==> config.mk <==
export PLATFORM = sky130hd
export DESIGN_NAME = avg_decim_filter_mc
export DESIGN_NICKNAME = d
export VERILOG_FILES = /design/src/rtl/avg_decim_filter_mc.sv
export SDC_FILE = /design/constraint.sdc
export NUM_CORES = 1
export LEC_CHECK = 0
export ABC_AREA = 1
export CORE_MARGIN = 2
export CORE_UTILIZATION = 35
export DETAILED_ROUTE_END_ITERATION = 12
export GPL_TIMING_DRIVEN = 0
export PLACE_DENSITY_LB_ADDON = 0.05
export SLEW_MARGIN = 10
export SYNTH_ARGS = -nofsm -noshare
export SYNTH_HDL_FRONTEND = slang
export SYNTH_SLANG_ARGS = --single-unit
==> constraint.sdc <==
create_clock -name clock_in -period 4.65 [get_ports clock_in]
set_clock_uncertainty 0.15 [all_clocks]
set_input_delay 0.465 -clock clock_in [delete_from_list [all_inputs] [get_ports clock_in]]
set_output_delay 0.465 -clock clock_in [all_outputs]
set_load 0.01 [all_outputs]
==> src/rtl/avg_decim_filter_mc.sv <==
// Multi-channel boxcar averager with per-channel pre-decimation.
// Optional build macro AVG_ROUND_EN: round half up and saturate instead of floor.
module avg_decim_filter_mc #(
   parameter int DATA_W = 28,
   parameter int NUM_CH = 4,
   parameter int LOG2_N = 10,
   parameter int DECIM  = 4,
   localparam int CW    = (NUM_CH > 1) ? $clog2(NUM_CH) : 1
) (
   input  logic              clock_in,
   input  logic              reset,
   input  logic              enable,
   input  logic              clear,
   input  logic              in_valid,
   input  logic [CW-1:0]     in_channel,
   input  logic [DATA_W-1:0] in_data,
   output logic              out_valid,
   output logic [CW-1:0]     out_channel,
   output logic [DATA_W-1:0] out_data,
   output logic              out_drop
);

   localparam int DCW = $clog2(DECIM) + 1;
   localparam int AW  = DATA_W + LOG2_N;

   logic [DCW-1:0]           dcnt [NUM_CH];
   logic [LOG2_N-1:0]        scnt [NUM_CH];
   logic signed [AW-1:0]     acc  [NUM_CH];

   logic signed [DATA_W-1:0] sample;
   logic                     ch_ok;
   logic [CW-1:0]            sel;
   logic                     keep;
   logic                     last;
   logic signed [AW-1:0]     sum;
   logic [DATA_W-1:0]        avg;

`ifdef AVG_ROUND_EN
   localparam int RW = AW + 1;
   localparam logic signed [RW-1:0] SAT_MAX = {{(RW-DATA_W+1){1'b0}}, {(DATA_W-1){1'b1}}};
   logic signed [RW-1:0]     rsum;
`endif

   assign sample = in_data;

   always_comb begin
      ch_ok = {1'b0, in_channel} < (CW+1)'(NUM_CH);
      // out-of-range tags read channel 0 harmlessly; the result is never used
      sel   = ch_ok ? in_channel : '0;
      keep  = dcnt[sel] == DCW'(DECIM - 1);
      last  = scnt[sel] == '1;
      sum   = acc[sel] + AW'(sample);
`ifdef AVG_ROUND_EN
      rsum = {sum[AW-1], sum};
      rsum = rsum + (RW'(1) <<< (LOG2_N - 1));
      if ((rsum >>> LOG2_N) > SAT_MAX)
         avg = {1'b0, {(DATA_W-1){1'b1}}};
      else
         avg = DATA_W'(rsum >>> LOG2_N);
`else
      avg = DATA_W'(sum >>> LOG2_N);
`endif
   end

   always_ff @(posedge clock_in) begin
      if (reset) begin
         for (int unsigned i = 0; i < NUM_CH; i++) begin
            dcnt[i] <= '0;
            scnt[i] <= '0;
            acc[i]  <= '0;
         end
         out_valid   <= 1'b0;
         out_channel <= '0;
         out_data    <= '0;
         out_drop    <= 1'b0;
      end else begin
         out_valid <= 1'b0;
         out_drop  <= 1'b0;
         if (enable) begin
            if (clear) begin
               for (int unsigned i = 0; i < NUM_CH; i++) begin
                  dcnt[i] <= '0;
                  scnt[i] <= '0;
                  acc[i]  <= '0;
               end
            end else if (in_valid) begin
               if (!ch_ok) begin
                  out_drop <= 1'b1;
               end else if (!keep) begin
                  dcnt[sel] <= dcnt[sel] + DCW'(1);
               end else begin
                  dcnt[sel] <= '0;
                  if (last) begin
                     acc[sel]    <= '0;
                     scnt[sel]   <= '0;
                     out_valid   <= 1'b1;
                     out_channel <= in_channel;
                     out_data    <= avg;
                  end else begin
                     acc[sel]  <= sum;
                     scnt[sel] <= scnt[sel] + LOG2_N'(1);
                  end
               end
            end
         end
      end
   end

endmodule

==> impl_metrics.tcl <==
set metrics [dict create \
    tightest_slew_ns 1.067 \
    fin_hold_ws_ns 0.2166 \
    die_area_um2 38730 \
    cts_setup_buffers 0 \
    cap_violations 0 \
    path_max_fanout 10 \
    min_period_ns 4.406 \
    place_ws_ns -1.024 \
    drt_first_pass_iters 8 \
    nets 1693 \
    required_ns 4.78 \
    wl_um 41180 \
    startpoint_type "input port" \
    arrival_ns 4.53 \
    clock_path_buffers 3 \
    status "finished, final reports clean" \
    cts_tree "done" \
    multi_input_area_um2 5492 \
    n_antenna_cell 0 \
    grt_max_degree 49 \
    ys_ff_latch 235 \
    powerDensity_nw_per_um2 349.7 \
    ff2ff_path_depth 8 \
    synth_area_um2 13010 \
    synthArstFlopShare 0 \
    drt_iter0_drc 775 \
    seqCellArea_um2 6746 \
    finalInstanceArea_um2 15300 \
    htree_levels 1 \
    power_mw 5.349 \
    wl_per_cell_um 19.56 \
    hp-class "in2reg" \
    min_period_over_period 0.9476 \
    die_h_um 196.8 \
    initial_utilization 0.3554 \
    relSlewSlack 0.2889 \
    num_rows 70 \
    synth_edf_count 204 \
    yosys_warnings 0 \
    nFillCells 3767 \
    viasPerCell 5.017 \
    place_congestion 0.9018 \
    dpl.hpwl_um 30780 \
    cts_hold_buf 0 \
    drc 0 \
    clock_latency_ns 0.55 \
    grt_pass1_wl_um 62920 \
    syn-num-nets 1595 \
    placed_cell_area_um2 14340 \
    netlist_top_cells_count "nand2_1 (426), nor2_1 (280), edfxtp_1 (204), inv_1 (137), nand3_1 (78)" \
    syn2layout_area_growth_pct 17.59 \
    finalWorstSetupSlack_ns 0.2435 \
    ys.flop_type "edfxtp_1" \
    coreArea_um2 36610 \
    leakage_nw 6.141 \
    hold-path-cell-count 3 \
    endpoint_kind "register" \
    fin_cells 2105 \
    ios 67 \
    fp.dieW_um 196.8 \
    grt_usage 0.2167 \
    dpl.cell_count 2054 \
    postSynthAreaPerCell_um2 8.565 \
    antenna_found_initial 0 \
    clkSinkCount 235 \
    clk_pin_slew_ns 0.06 \
    grt_pass1_vias 10690 \
    root_buffer "clkbuf_16" \
    portBuffers 64 \
    synthCells 1519 \
    drv_slew 0 \
    finalHoldViolCount 0 \
    synthMostInstantiatedCell "nand2_1" \
    synth_top_cell_by_area "edfxtp_1" \
    setup_viol 0 \
    antenna_left 0 \
    ir_worst_vdd_uv 258.1 \
    synth.area.top_cells "edfxtp_1 (47%), nand2_1 (12%), nor2_1 (8.1%)" \
    synth_top_cell_area_share 0.4709 \
    synth_seq_area_share 0.5186 \
    drive_above_1_share 0.08491 \
    crit_type "in2reg" \
    fmax_mhz 226.9 \
    numCtsBuffers 28 \
    synth_cell_types 40 \
    grt_overflow_total 0 \
    vias 10560 \
]
-- where the power goes --
group / total (mW) / leakage, nW / internal (mW) / switching (mW)
Combinational: 0.793 / 3.27 / 0.235 / 0.558
Clock: 2.16 / 0.436 / 1.30 / 0.864
Sequential: 2.39 / 2.43 / 2.37 / 0.0218
-- final cells by class --
class,count,area share
Timing Repair Buffer,67,0.04678
Inverter,141,0.03476
Buffer,58,0.02159
Multi-Input combinational cell,1086,0.3590
Clock inverter,14,0.009487
Sequential cell,235,0.4410
Clock buffer,36,0.04915
Tap cell,468,0.03828
-- registers in the layout, indices dropped and copies added, names as in the netlist --
name	count
out_channel	2
dcnt	12
out_valid	1
acc	152
out_data	28
scnt	40
-- path summary, 6_finish.rpt --
check | start | end | slack (ns)
max | in_channel[1] | acc[0][36]$_SDFFCE_PN0P_ | 0.24
min | in_channel[0] | acc[3][1]$_SDFFCE_PN0P_ | 0.22
max reg2reg | dcnt[0][0]$_SDFFCE_PN0P_ | acc[2][15]$_SDFFCE_PN0P_ | 1.27
min reg2reg | out_data[17]$_SDFFE_PP0P_ | out_data[17]$_SDFFE_PP0P_ | 0.31
-- layout by cell type, fill, tap and decap left out, types with 29 or more instances in the layout --
| master | n |
|---|---|
| a21oi_1 | 58 |
| clkbuf_16 | 29 |
| nand2_1 | 420 |
| dfxtp_1 | 31 |
| clkdlybuf4s50_1 | 64 |
| ha_1 | 40 |
| nor2_1 | 279 |
| nand3_1 | 78 |
| clkbuf_1 | 31 |
| edfxtp_1 | 204 |
| a22oi_1 | 69 |
| inv_1 | 137 |
-- metrics by stage --
| step | setup TNS [ns] | util |
|---|---|---|
| finish | 0 | 0.4179 |
| global route | -0.007030 | 0.4179 |
| CTS | 0 | 0.4166 |
| detailed placement | -227.73 | 0.3917 |
| global placement | -507.49 | 0.3889 |
| floorplan | 0 | - |
-- worst max-delay path, cell delays in order --
cell             delay (ns)
clkdlybuf4s50_1        0.54
buf_6                  0.19
inv_4                  0.08
nor2_2                 0.13
buf_4                  0.22
clkbuf_1               0.52
a22oi_1                0.15
nand2_1                0.16
ha_1                   0.30
nand2_1                0.11
inv_1                  0.05
nand2_1                0.13
inv_1                  0.05
a21oi_1                0.39
nand3_1                0.30
nand2_1                0.16
nand2_1                0.06
nand2_1                0.07
nand2_1                0.18
nand3_1                0.21
nor2_1                 0.06
-- layer usage --
layer  GRT usage  wire (um)
met5           0          0
met4     0.06878       1214
met3     0.02687       1864
met2      0.3556      18780
met1      0.2987      19320
-- kinds of logic after synthesis --
| kind of cell | share of synthesized area |
|---|---|
| AND/OR/NAND/NOR | 0.2847 |
| XOR/XNOR | 0.01616 |
| AO/OA/AOI/OAI | 0.07559 |
| flip-flops | 0.5186 |
| buffers and inverters | 0.06472 |
| other | 0.0002882 |
| adder cells (fa/ha/maj) | 0.04001 |
-- repair_timing --
action / in CTS / in global routing
cloned: 0 / 1
gates resized for setup: 6 / 21
pin swaps: 0 / 1
setup endpoints to repair: 179 / 151
(Power assumes the default switching activity.)
